File: src/rtl/vga_out_pipe.sv
// vga_out_pipe: VGA pixel output stage. Gates colour to the active window,
// applies pass/bars/fill/blank modes latched at frame start, and delays
// colour, HS, VS and the frame-start pulse by PIPE_DEPTH clocks.
// Ports: VGA_CLK, RESET (async, active-low), SYNC_COLOR, Current_X/Y,
//        iHS/iVS, iVGA_R/G/B, iMODE, iFILL -> oVGA_R/G/B, oHS, oVS,
//        oFRAME_START, oFRAME_CNT.
// Optional: define VGA_OUT_PIPE_CROSSHAIR_EN to add iCH_X/iCH_Y/iCH_ON
//           and a full-scale crosshair overlay.
module vga_out_pipe #(
    parameter int COLOR_W       = 4,
    parameter int COORD_W       = 11,
    parameter int X_MIN         = 1,
    parameter int Y_MIN         = 1,
    parameter int H_ACTIVE      = 640,
    parameter int V_ACTIVE      = 480,
    parameter int PIPE_DEPTH    = 2,
    parameter int VS_ACTIVE_LOW = 1,
    parameter int FCNT_W        = 8
) (
    input  logic                   VGA_CLK,
    input  logic                   RESET,
    input  logic                   SYNC_COLOR,
    input  logic [COORD_W-1:0]     Current_X,
    input  logic [COORD_W-1:0]     Current_Y,
    input  logic                   iHS,
    input  logic                   iVS,
    input  logic [COLOR_W-1:0]     iVGA_R,
    input  logic [COLOR_W-1:0]     iVGA_G,
    input  logic [COLOR_W-1:0]     iVGA_B,
    input  logic [1:0]             iMODE,
    input  logic [3*COLOR_W-1:0]   iFILL,
`ifdef VGA_OUT_PIPE_CROSSHAIR_EN
    input  logic [COORD_W-1:0]     iCH_X,
    input  logic [COORD_W-1:0]     iCH_Y,
    input  logic                   iCH_ON,
`endif
    output logic [COLOR_W-1:0]     oVGA_R,
    output logic [COLOR_W-1:0]     oVGA_G,
    output logic [COLOR_W-1:0]     oVGA_B,
    output logic                   oHS,
    output logic                   oVS,
    output logic                   oFRAME_START,
    output logic [FCNT_W-1:0]      oFRAME_CNT
);

    localparam int CW1 = COORD_W + 1;
    localparam int BAR_W = H_ACTIVE / 8;
    localparam logic SYNC_IDLE = (VS_ACTIVE_LOW != 0) ? 1'b1 : 1'b0;
    localparam logic [CW1-1:0] X_LO = CW1'(X_MIN);
    localparam logic [CW1-1:0] X_HI = CW1'(X_MIN + H_ACTIVE);
    localparam logic [CW1-1:0] Y_LO = CW1'(Y_MIN);
    localparam logic [CW1-1:0] Y_HI = CW1'(Y_MIN + V_ACTIVE);
    localparam logic [COORD_W-1:0] BAR_LAST = COORD_W'(BAR_W - 1);

    typedef struct packed {
        logic [COLOR_W-1:0] r;
        logic [COLOR_W-1:0] g;
        logic [COLOR_W-1:0] b;
        logic               hs;
        logic               vs;
        logic               fs;
    } stage_t;

    localparam stage_t STAGE_RST = '{
        r: '0, g: '0, b: '0, hs: SYNC_IDLE, vs: SYNC_IDLE, fs: 1'b0
    };

    logic                 vs_prev_q, vs_prev_d;
    logic [1:0]           mode_q, mode_d;
    logic [3*COLOR_W-1:0] fill_q, fill_d;
    logic [COORD_W-1:0]   col_q, col_d;
    logic [2:0]           bar_q, bar_d;
    logic [FCNT_W-1:0]    fcnt_q, fcnt_d;
    stage_t               pipe_q [PIPE_DEPTH];
    stage_t               pipe_d [PIPE_DEPTH];

`ifdef VGA_OUT_PIPE_CROSSHAIR_EN
    logic [COORD_W-1:0]   ch_x_q, ch_x_d;
    logic [COORD_W-1:0]   ch_y_q, ch_y_d;
    logic                 ch_on_q, ch_on_d;
`endif

    logic                 vs_on;
    logic                 frame_start;
    logic [1:0]           eff_mode;
    logic [3*COLOR_W-1:0] eff_fill;
    logic [CW1-1:0]       x_ext, y_ext;
    logic                 visible;
    logic                 at_xmin;
    logic [2:0]           cur_bar;
    logic [COORD_W-1:0]   cur_col;
    logic [2:0]           bar_rgb;
    logic [COLOR_W-1:0]   pix_r, pix_g, pix_b;
    stage_t               st0;

    always_comb begin
        vs_on       = (iVS != SYNC_IDLE);
        frame_start = vs_on && !vs_prev_q;
        vs_prev_d   = vs_on;

        // A frame-start pixel already uses the newly selected mode.
        eff_mode = frame_start ? iMODE : mode_q;
        eff_fill = frame_start ? iFILL : fill_q;
        mode_d   = eff_mode;
        fill_d   = eff_fill;

        x_ext   = {1'b0, Current_X};
        y_ext   = {1'b0, Current_Y};
        visible = SYNC_COLOR
                  && (x_ext >= X_LO) && (x_ext < X_HI)
                  && (y_ext >= Y_LO) && (y_ext < Y_HI);

        // Bar position restarts on the first column of every line.
        at_xmin = (x_ext == X_LO);
        cur_bar = at_xmin ? 3'd0 : bar_q;
        cur_col = at_xmin ? '0 : col_q;
        col_d   = cur_col;
        bar_d   = cur_bar;
        if (visible) begin
            if (cur_col == BAR_LAST) begin
                col_d = '0;
                if (cur_bar != 3'd7) begin
                    bar_d = cur_bar + 3'd1;
                end
            end else begin
                col_d = cur_col + COORD_W'(1);
            end
        end
        // Bar i lights the channels set in (7 - i), i.e. ~i.
        bar_rgb = ~cur_bar;

        pix_r = '0;
        pix_g = '0;
        pix_b = '0;
        unique case (eff_mode)
            2'b00: begin
                pix_r = iVGA_R;
                pix_g = iVGA_G;
                pix_b = iVGA_B;
            end
            2'b01: begin
                pix_r = {COLOR_W{bar_rgb[2]}};
                pix_g = {COLOR_W{bar_rgb[1]}};
                pix_b = {COLOR_W{bar_rgb[0]}};
            end
            2'b10: begin
                pix_r = eff_fill[3*COLOR_W-1:2*COLOR_W];
                pix_g = eff_fill[2*COLOR_W-1:COLOR_W];
                pix_b = eff_fill[COLOR_W-1:0];
            end
            2'b11: begin
                pix_r = '0;
                pix_g = '0;
                pix_b = '0;
            end
        endcase

`ifdef VGA_OUT_PIPE_CROSSHAIR_EN
        ch_x_d  = frame_start ? iCH_X  : ch_x_q;
        ch_y_d  = frame_start ? iCH_Y  : ch_y_q;
        ch_on_d = frame_start ? iCH_ON : ch_on_q;
        if (ch_on_d && (eff_mode != 2'b11)
            && ((Current_X == ch_x_d) || (Current_Y == ch_y_d))) begin
            pix_r = '1;
            pix_g = '1;
            pix_b = '1;
        end
`endif

        st0    = STAGE_RST;
        st0.r  = visible ? pix_r : '0;
        st0.g  = visible ? pix_g : '0;
        st0.b  = visible ? pix_b : '0;
        st0.hs = iHS;
        st0.vs = iVS;
        st0.fs = frame_start;

        pipe_d[0] = st0;
        for (int i = 1; i < PIPE_DEPTH; i++) begin
            pipe_d[i] = pipe_q[i-1];
        end

        // Count the frame on the edge its pulse reaches the output.
        fcnt_d = fcnt_q
                 + {{(FCNT_W-1){1'b0}}, pipe_d[PIPE_DEPTH-1].fs};
    end

    always_ff @(posedge VGA_CLK or negedge RESET) begin
        if (!RESET) begin
            vs_prev_q <= 1'b0;
            mode_q    <= 2'b00;
            fill_q    <= '0;
            col_q     <= '0;
            bar_q     <= 3'd0;
            fcnt_q    <= '0;
            for (int i = 0; i < PIPE_DEPTH; i++) begin
                pipe_q[i] <= STAGE_RST;
            end
`ifdef VGA_OUT_PIPE_CROSSHAIR_EN
            ch_x_q    <= '0;
            ch_y_q    <= '0;
            ch_on_q   <= 1'b0;
`endif
        end else begin
            vs_prev_q <= vs_prev_d;
            mode_q    <= mode_d;
            fill_q    <= fill_d;
            col_q     <= col_d;
            bar_q     <= bar_d;
            fcnt_q    <= fcnt_d;
            pipe_q    <= pipe_d;
`ifdef VGA_OUT_PIPE_CROSSHAIR_EN
            ch_x_q    <= ch_x_d;
            ch_y_q    <= ch_y_d;
            ch_on_q   <= ch_on_d;
`endif
        end
    end

    assign oVGA_R       = pipe_q[PIPE_DEPTH-1].r;
    assign oVGA_G       = pipe_q[PIPE_DEPTH-1].g;
    assign oVGA_B       = pipe_q[PIPE_DEPTH-1].b;
    assign oHS          = pipe_q[PIPE_DEPTH-1].hs;
    assign oVS          = pipe_q[PIPE_DEPTH-1].vs;
    assign oFRAME_START = pipe_q[PIPE_DEPTH-1].fs;
    assign oFRAME_CNT   = fcnt_q;

endmodule

File: config.mk
export PLATFORM = sky130hd
export DESIGN_NAME = vga_out_pipe
export DESIGN_NICKNAME = d
export VERILOG_FILES = /design/src/rtl/vga_out_pipe.sv
export SDC_FILE = /design/constraint.sdc
export NUM_CORES = 1
export LEC_CHECK = 0
export CAP_MARGIN = 15
export CORE_MARGIN = 10
export CORE_UTILIZATION = 43
export DETAILED_ROUTE_END_ITERATION = 10
export GPL_ROUTABILITY_DRIVEN = 1
export GPL_TIMING_DRIVEN = 0
export PLACE_DENSITY = 0.87
export SLEW_MARGIN = 20
export SYNTH_ARGS = -nofsm -noshare
export SYNTH_HDL_FRONTEND = slang
export SYNTH_SLANG_ARGS = --single-unit
File: constraint.sdc
create_clock -name VGA_CLK -period 2.3 [get_ports VGA_CLK]
set_clock_uncertainty 0.1 [all_clocks]
set_input_delay 0.345 -clock VGA_CLK [delete_from_list [all_inputs] [get_ports VGA_CLK]]
set_output_delay 0.345 -clock VGA_CLK [all_outputs]
set_load 0.05 [all_outputs]
* Word level (Yosys, flattened, before mapping)
Index checks and enable logic that the tools add are counted.
W data, S select, Z words.
** Operators by class
- Mux-type cells :: 15
- Magnitude comparators :: 4
- Reduce and logical (&&, ||, !) cells :: 7
- Add/sub/neg operators :: 3
- Bitwise gates (word level) :: 2
- Equality and inequality tests :: 6
** Operators by type and width (count)
- $pmux W4 S4 :: 3
- $mux W11 :: 3
- $ge A11 B1 Y1 const B :: 2
- $mux W12 :: 1
- $mux W3 :: 4
- $mux W4 :: 3
- $add A11 B1 Y11 const B :: 1
- $eq A11 B1 Y1 const B :: 1
- $eq A11 B7 Y1 const B :: 1
- $lt A11 B10 Y1 const B :: 1
- $lt A11 B9 Y1 const B :: 1
- $add A8 B1 Y8 :: 1
- $logic_and A1 B1 Y1 :: 5
- $eq A2 B2 Y1 const B :: 2
- $add A3 B1 Y3 const B :: 1
- $ne A3 B3 Y1 const B :: 1
- $not A3 Y3 :: 1
- $eq A2 B1 Y1 const B :: 1
- $logic_not A2 Y1 :: 1
- $mux W2 :: 1
- $logic_not A1 Y1 :: 1
- $not A1 Y1 :: 1
** Word-level totals
- Input port bits :: 53
- Register bits :: 67
- Output and inout bits :: 23
- Logic and storage cells :: 55

* Depth between registers and ports, before layout
Gate-level depths: netlist (run 1).
- Depth in word-level cells :: 6
- Depth in mapped cells :: 11
- Mapped depth without buffers :: 10

* Worst setup path before layout (run 1)
OpenSTA, ideal clock, no wires.
- Kind :: input-to-reg
- Start :: in Current_X[1]
- End :: reg bar_q[1]
- Stages :: 9
- Setup time :: 0.125 ns
- Setup slack :: -0.389 ns
- Data arrival time :: 2.464 ns
- Data required time :: 2.075 ns
- Path buffers :: 1
- Path through :: nor4_1 nand3_1 clkbuf_1 and2_1 ha_1 and3_1 nand4_1 a311o_1 mux2_4
** On the way
- Word-level cells in the longest chain between the ends :: 6
- Elaborated cells between the ends (all ways) :: 15
- Those cells by class :: 1 x add/sub; 2 x order compare; 3 x eq/ne; 5 x mux; 4 x reduce/logical
** RTL lines
- start: declaration :: line 23 : input logic [COORD_W-1:0] Current_X,
- $eq A11 B1 Y1 / $ge A11 B1 Y1 (equally long branches) :: line 114, 110
- $mux W3 / $logic_and A1 B1 Y1 (equally long branches) :: line 115, 110
- $add A3 B1 Y3 (tied with other cells) :: line 123 : bar_d = cur_bar + 3'd1;
- $mux W3 / $logic_and A1 B1 Y1 (equally long branches) :: line 122, 111
- $mux W3 / $logic_and A1 B1 Y1 (equally long branches) :: line 120, 111
- $mux W3 * :: line 119 : if (visible) begin
- named net bar_d[1] :: line 72 : logic [2:0] bar_q, bar_d;
- end signal: assignment :: line 209 : bar_q <= bar_d;
- end: declaration :: line 72
The timed path passes the listed nets; every way through them passes the cells marked *.

* Worst setup path after layout (run 1)
- Start :: reg col_q[7]
- End :: reg bar_q[1]
** On the way
- Word-level cells in the longest chain between the ends :: 4
** RTL lines
- start: declaration :: line 71 : logic [COORD_W-1:0] col_q, col_d;
- start signal: assignment :: line 208 : col_q <= col_d;
- $mux W11 :: line 116 : cur_col = at_xmin ? '0 : col_q;
- $eq A11 B7 Y1 :: line 120 : if (cur_col == BAR_LAST) begin
- $mux W3 :: line 120
- $mux W3 :: line 119
- named net bar_d[1] :: line 72
The timed path passes the listed nets, and every way through them passes these cells.

==> out/metrics.csv, run 1 <==
stage;metric;value;unit
outcome;outcome;finished, violations left;
outcome;failing checks;setup timing;
logic_synthesis;Syn Nets;294;
final_layout;n_diodes;0;
sta;fin. max-slew vios;0;
final_layout;Area Growth Syn to Fin;47.7;%
placement;routability cong.;0.850;
sta;RSZ-0062 raised after global routing;true;
critical_path;WP buf/inv;0;
power;maximum vdd drop;0.644;mV
clocking;H-tree levels;3;
sta;Final period util;100;%
final_layout;Final nets;393;
global_routing;grt peak-use layer;met2;
drt;Vias;2233;
power;Comb power frac;22.8;%
power;Lkg Pwr;1.80;nW
logic_synthesis;area fraction of the dominant cell type after synthesis;57.4;%
clocking;total CTS buffers;9;
final_layout;Final Cell Area;0.00405;mm2
die;I/O pin cnt;76;
die;DIE AREA;0.00998;mm2
critical_path;Largest delay share family, worst path;simple AND/OR/NAND/NOR gates;
clocking;CTS tree;yes;
sta;Final min period;2.30;ns
power;Sequential Power Share;43.1;%
sta;slew margin rel.;64.3;%
clocking;CTS Root Cell;clkbuf_8;
critical_path;Setup CP Type;flop to flop;
global_routing;met1 Usage GRT;15.9;%
power;sw power;0.943;mW
global_routing;largest net degree at the start of global routing;62;
sta;Final Hold Violating Endpoints;0;
clocking;Worst-path clk slew;0.07;ns
final_layout;Final Core Density;64.6;%
power;clock power share;34.0;%
sta;setup TNS;-0.00226;ns
clocking;clk sinks;67;
logic_synthesis;Synth Instances;237;
sta;Worst Slack Setup Final;-0.00226;ns
logic_synthesis;cell taking the most area after synthesis;dfrtp_1;
clocking;clock latency on the worst-skew pair;0.33;ns
global_routing;gr usage total;13.7;%
critical_path;Worst path slowest cell;or4_4;
final_layout;flip-flop and latch area;0.00168;mm2
clocking;clock tree buffer depth;2;
logic_synthesis;Synth Register Bits;67;
logic_synthesis;post-synthesis cell area;0.00275;mm2
hold_path;Hold Path Class;flop to flop;
die;core area;0.00628;mm2
drt;DRT iter0 DRCs;106;
final_layout;share of layout cells above drive strength 1;21.1;%
critical_path;CP Capture Type;flop;
placement;HPWL after DPL;4890;um
logic_synthesis;Yosys cell types;35;
global_routing;met2 Use GR;22.2;%
sta;Slew @ Worst Pin;0.535;ns
sta;fmax;434;MHz
critical_path;CP required;2.42;ns
placement;# port buffers;75;
drt;Routed WL;7010;um
drt;WL/cell;16.8;um
critical_path;Crit Path Max Fanout;4;
power;total power;3.21;mW
logic_synthesis;ys async rst share;100;%
logic_synthesis;synth top area cells;dfrtp_1 57%, a21oi_1 4.9%, mux2_2 4.9%, dfstp_2 3.8%, a211oi_1 2.7%;
job;maxcap violations;0;
placement;Placed Area;0.00368;mm2
drt;drt pass-1 iters;4;
global_routing;vias in the first global route;2347;
critical_path;Startpoint Class;flop;
power;switching share of power;29.4;%
power;PwrDens;792;mW/mm2
die;Placement Rows;29;
drt;drt drc;0;
hold_path;hold path depth;0;
global_routing;first-pass GRT wire length;11100;um
critical_path;WP depth;5;
logic_synthesis;post-synthesis sequential area ratio;61.3;%
power;Pint;2.27;mW
global_routing;initial antenna violation count;0;
logic_synthesis;Yosys warnings;0;
final_layout;area of the multi-input gates;0.00110;mm2
die;die height;99.9;um
critical_path;r2r worst-path depth;5;
critical_path;CP arrival;2.42;ns
drt;Via density;5.34;
logic_synthesis;Syn Area/Cell;11.6;um2
drt;Detail Route Antenna Nets;0;
final_layout;fillers;479;
critical_path;CP max stage delay;0.56;ns
critical_path;CP cell instances;or4_4 > nor3_4 > nand4_1 > a311o_1 > mux2_4;
logic_synthesis;EDFF count, synth;0;
logic_synthesis;ys flop type;dfrtp_1;
die;initial core utilization;43.7;%
sta;Final setup viols;1;
global_routing;met3 Use GR;5.49;%
die;Die X;99.9;um
global_routing;Remaining Overflow, GRT;0;
-- registers in the layout (all words and copies together) (netlist names) --
register,cells
pipe_d,15
fill_q,12
col_q,11
oFRAME_CNT,8
oVGA_B,4
oVGA_G,4
oVGA_R,4
bar_q,3
mode_q,2
oFRAME_START,1
oHS,1
oVS,1
vs_prev_q,1
-- final timing paths --
kind / startpoint / to / slack (ns)
max: col_q[7] / bar_q[1] / -0.002
min: pipe_d[6] / oVGA_B[3] / 0.25
max reg2reg: col_q[7] / bar_q[1] / -0.002
min reg2reg: pipe_d[6] / oVGA_B[3] / 0.25
max in group asynchronous: RESET / oVS / 1.29
min in group asynchronous: RESET / oFRAME_CNT[5] / 0.27
-- cells in the mapped netlist (3+ instances only) --
| cell type | count |
|---|---|
| dfrtp_1 | 63 |
| a21oi_1 | 27 |
| nand2_1 | 20 |
| mux2_2 | 12 |
| a211oi_1 | 10 |
| nand3_1 | 10 |
| clkbuf_1 | 9 |
| inv_1 | 8 |
| nor2_1 | 8 |
| nor3_1 | 8 |
| o21ai_0 | 7 |
| nand4_1 | 5 |
| nor4_1 | 5 |
| xnor2_1 | 5 |
| and3_1 | 4 |
| dfstp_2 | 4 |
| ha_1 | 4 |
| mux2i_1 | 4 |
| or4_1 | 4 |
| and2_1 | 3 |
| xor2_1 | 3 |
-- layout make-up --
| cell class | count | area share (%) |
|---|---|---|
| sequential | 67 | 41.5 |
| multi-input combinational | 152 | 27.0 |
| timing repair buffer | 88 | 21.2 |
| clock buffer | 12 | 3.83 |
| tap | 77 | 2.38 |
| clock inverter | 4 | 1.79 |
| buffer | 10 | 1.51 |
| inverter | 8 | 0.741 |
-- cell usage in the layout (no fill, tap or decap), types with 4 or more instances in the layout --
master | Yosys | routed
buf_4 | 0 | 12
dfrtp_1 | 63 | 62
clkbuf_2 | 0 | 4
nand2_1 | 20 | 19
o21ai_0 | 7 | 6
nor2_1 | 8 | 7
a21oi_1 | 27 | 27
mux2_2 | 12 | 12
nand3_1 | 10 | 9
nand4_1 | 5 | 5
a211oi_1 | 10 | 10
clkbuf_8 | 0 | 11
clkdlybuf4s15_1 | 0 | 4
xnor2_1 | 5 | 5
inv_1 | 8 | 7
nor3_1 | 8 | 5
dlygate4sd2_1 | 0 | 5
dfstp_2 | 4 | 4
clkdlybuf4s50_1 | 0 | 60
clkbuf_1 | 9 | 5
-- per-layer routing --
metal | routed length [um] | up-vias
met1 | 2970 | 1092
li1 | - | 1053
met2 | 3450 | 81
met5 | 0 | -
met4 | 96 | 0
met3 | 498 | 7
-- what timing repair did --
| item | CTS | global route |
|---|---|---|
| setup endpoints to repair | 24 | 17 |
| buffers inserted | 6 | 5 |
| hold buffers | 1 | 0 |
| hold endpoints to repair | 63 | 0 |
| resized for setup | 23 | 20 |
| pin swaps | 6 | 8 |
| gates cloned | 0 | 0 |
-- power by group through the flow --
stage / Clock, mW / Combinational (mW) / Sequential, mW
final: 1.09 / 0.732 / 1.38
after global routing: 1.18 / 0.788 / 1.40
after CTS: 1.11 / 0.728 / 1.38
after detailed placement: 0 / 0.725 / 1.40
after global placement: 0 / 0.697 / 1.39
after floorplan: 0 / 0.227 / 1.58
-- stage by stage --
step | hold WS, ns | instances | setup WS, ns
2_1_floorplan | -0.0506 | 237 | -0.0552
3_3_place_gp | 0.232 | 389 | -1.25
3_5_place_dp | 0.0737 | 390 | -0.755
4_1_cts | 0.251 | 413 | 0.00168
5_1_grt | 0.246 | 418 | -0.0779
6_report | 0.249 | 418 | -0.00226
-- cell families after synthesis --
| logic type | Yosys count | synth area share [%] |
|---|---|---|
| compound gates | 50 | 10.8 |
| xor+xnor | 8 | 2.55 |
| fa+ha+maj | 4 | 1.82 |
| buf+inv | 18 | 2.73 |
| flops | 67 | 61.3 |
| mux | 17 | 6.93 |
| simple gates | 73 | 13.9 |
(Power assumes the default switching activity.)
==> run 2: changes to the inputs <==
--- a/config.mk
+++ b/config.mk
@@ -5,7 +5,6 @@
 export SDC_FILE = /design/constraint.sdc
 export NUM_CORES = 1
 export LEC_CHECK = 0
-export CAP_MARGIN = 15
 export CORE_MARGIN = 10
 export CORE_UTILIZATION = 43
 export DETAILED_ROUTE_END_ITERATION = 10
==> results of run 2 <==
The final DEF is identical to that of run 1; final timing and power are the same.
==> run 3: changes to the inputs <==
--- a/config.mk
+++ b/config.mk
@@ -5,6 +5,7 @@
 export SDC_FILE = /design/constraint.sdc
 export NUM_CORES = 1
 export LEC_CHECK = 0
+export ABC_CLOCK_PERIOD_IN_PS = 2300
 export CORE_MARGIN = 10
 export CORE_UTILIZATION = 43
 export DETAILED_ROUTE_END_ITERATION = 10
==> constraint.sdc (replaced) <==
create_clock -name VGA_CLK -period 2.3 [get_ports VGA_CLK]
set_clock_uncertainty 0.1 [all_clocks]
set_input_delay 0.69 -clock VGA_CLK [delete_from_list [all_inputs] [get_ports VGA_CLK]]
set_output_delay 0.69 -clock VGA_CLK [all_outputs]
set_load 0.05 [all_outputs]
==> out/metrics.csv, run 3 (synthesized netlist as in run 1, its figures left out) <==
stage;metric;value;unit;change
final_layout;most common cell after layout, fill and taps aside;dfrtp_1;;
outcome;outcome;finished, violations left;;
die;I/O pin cnt;76;;unchanged
final_layout;fillers;444;;-7.3%
drt;Routed WL;7590;um;+8.2%
die;Die X;99.9;um;unchanged
sta;fin. max-slew vios;0;;unchanged
critical_path;Crit Path Max Fanout;4;;unchanged
sta;Final Hold Violating Endpoints;0;;unchanged
drt;drt pass-1 iters;4;;unchanged
clocking;total CTS buffers;9;;unchanged
clocking;clock tree buffer depth;2;;unchanged
critical_path;Setup CP Type;input pin to flop;;
sta;Final min period;2.46;ns;+0.159 ns
final_layout;Final Core Density;68.6;%;+4.0 points
final_layout;area of the multi-input gates;0.00126;mm2;+15%
global_routing;initial antenna violation count;0;;unchanged
die;DIE AREA;0.00998;mm2;unchanged
critical_path;Startpoint Class;input pin;;
power;maximum vdd drop;0.695;mV;+7.8%
sta;RSZ-0062 raised after global routing;true;;
final_layout;max reg flops;15;;unchanged
placement;# port buffers;75;;unchanged
global_routing;Remaining Overflow, GRT;0;;unchanged
global_routing;first-pass GRT wire length;11900;um;+7.5%
job;maxcap violations;0;;unchanged
hold_path;Hold Path Class;input pin to asynchronous set/reset pin;;
final_layout;Final nets;401;;+2.0%
placement;routability cong.;0.844;;-0.69%
clocking;clock latency on the worst-skew pair;0.34;ns;about the same
global_routing;vias in the first global route;2424;;+3.3%
outcome;failing checks;setup timing;;
clocking;CTS tree;yes;;
final_layout;share of layout cells above drive strength 1;33.0;%;+12 points
clocking;clk sinks;67;;unchanged
placement;dpl cells;390;;unchanged
placement;HPWL after DPL;5180;um;+6.0%
final_layout;most frequent cells in the layout;63 x dfrtp_1, 39 x clkdlybuf4s50_1, 24 x a21oi_1;;
sta;Slew @ Worst Pin;0.535;ns;+0.0000973 ns
die;initial core utilization;43.7;%;unchanged
critical_path;CP arrival;2.58;ns;+0.16 ns
drt;DRT iter0 DRCs;71;;-33%
placement;pre-CTS WS;-1.12;ns;-0.360 ns
final_layout;n_diodes;0;;unchanged
critical_path;CP required;2.42;ns;about the same
die;die height;99.9;um;unchanged
drt;WL/cell;17.8;um;+6.2%
drt;Detail Route Antenna Nets;0;;unchanged
global_routing;gr usage total;14.8;%;+1.0 points
critical_path;CP Capture Type;flop;;
sta;Final setup viols;18;;+17
global_routing;largest net degree at the start of global routing;45;;-27%
sta;slew margin rel.;64.2;%;-0.065 points
final_layout;fin cells;426;;+1.9%
drt;Vias;2283;;+2.2%
power;PwrDens;731;mW/mm2;-7.7%
sta;fmax;406;MHz;-6.5%
clocking;H-tree levels;3;;unchanged
die;core area;0.00628;mm2;unchanged
drt;drt drc;0;;unchanged
power;total power;3.15;mW;-1.9%
clocking;CTS Root Cell;clkbuf_8;;
final_layout;Area Growth Syn to Fin;56.9;%;
clocking;Worst-path clk slew;0.07;ns;about the same
drt;Via density;5.36;;+0.32%
power;Lkg Pwr;2.09;nW;+16%
sta;Final period util;107;%;+6.9 points
sta;Worst Slack Setup Final;-0.162;ns;-0.159 ns
final_layout;flip-flop and latch area;0.00168;mm2;about the same
die;Placement Rows;29;;unchanged
run 3: cell types whose count changed in the layout (fill, tap and decap cells not counted), sizes merged, moves of 5 or more:
cell,before,now
buf,17,30
clkbuf,20,25
dlymetal6s2s,3,11
clkdlybuf4s50,60,39
dlygate4sd2,5,12
run 3: cell type report:
cell class,instances,share of cell area [%]
flip-flops and latches,67,39.0
multi-input cells,152,29.2
repair buffers,96,21.7
clock buffers,14,4.01
plain buffers,10,2.30
well taps,77,2.24
clock inverters,2,0.813
inverters,8,0.697
run 3: timing repair:
action                                  in CTS  in global routing
cloned                                       0                  2
pin swaps                                    7                 17
hold buffers                                 0                  0
setup buffers                               10                  8
hold endpoints to repair                     0                  0
endpoints found under the setup margin      44                 34
resized for setup                           67                 45
run 3: where the power goes:
group | leakage (nW) | switching, mW | internal, mW | total [mW]
combinational | 1.11 | 0.474 | 0.282 | 0.756
clock | 0.107 | 0.417 | 0.589 | 1.01
sequential | 0.871 | 0.0864 | 1.30 | 1.39
run 3: worst max-delay path: stages:
cell,delay (ns)
clkdlybuf4s50_1,0.43
nor3_2,0.16
a21oi_2,0.10
or4_4,0.57
a311o_1,0.33
mux2_4,0.30
run 3: worst paths after layout:
path / start / to / slack (ns) / cells after the start
worst max-delay path: Current_Y[1] / bar_q[1] / -0.16 / 6
max in group asynchronous: RESET / col_q[5] / 1.43 / 2
worst min-delay path: RESET / oVGA_G[3] / 0.13 / 1
min in group VGA_CLK: pipe_d[5] / oVGA_B[2] / 0.25 / 0
worst min register to register: pipe_d[5] / oVGA_B[2] / 0.25 / 0
worst max register to register: col_q[5] / bar_q[1] / -0.03 / 5
run 3: stage by stage:
step	area, um2	hold WS [ns]	TNS (ns)
3_3_place_gp	3740	0.232	-129.74
2_1_floorplan	2900	0.231	-3.43
4_1_cts	4080	0.135	-1.80
5_1_grt	4310	0.139	-2.60
6_report	4310	0.132	-1.52
3_5_place_dp	3760	0.235	-25.44
run 3: metal layers:
| layer | vias up | wire length (um) | GRT usage (%) |
|---|---|---|---|
| met3 | 7 | 433 | 5.91 |
| met1 | 1122 | 3120 | 16.6 |
| met5 | - | 0 | 0 |
| met2 | 85 | 3930 | 24.7 |
| met4 | 0 | 98 | 5.18 |
| li1 | 1069 | - | - |
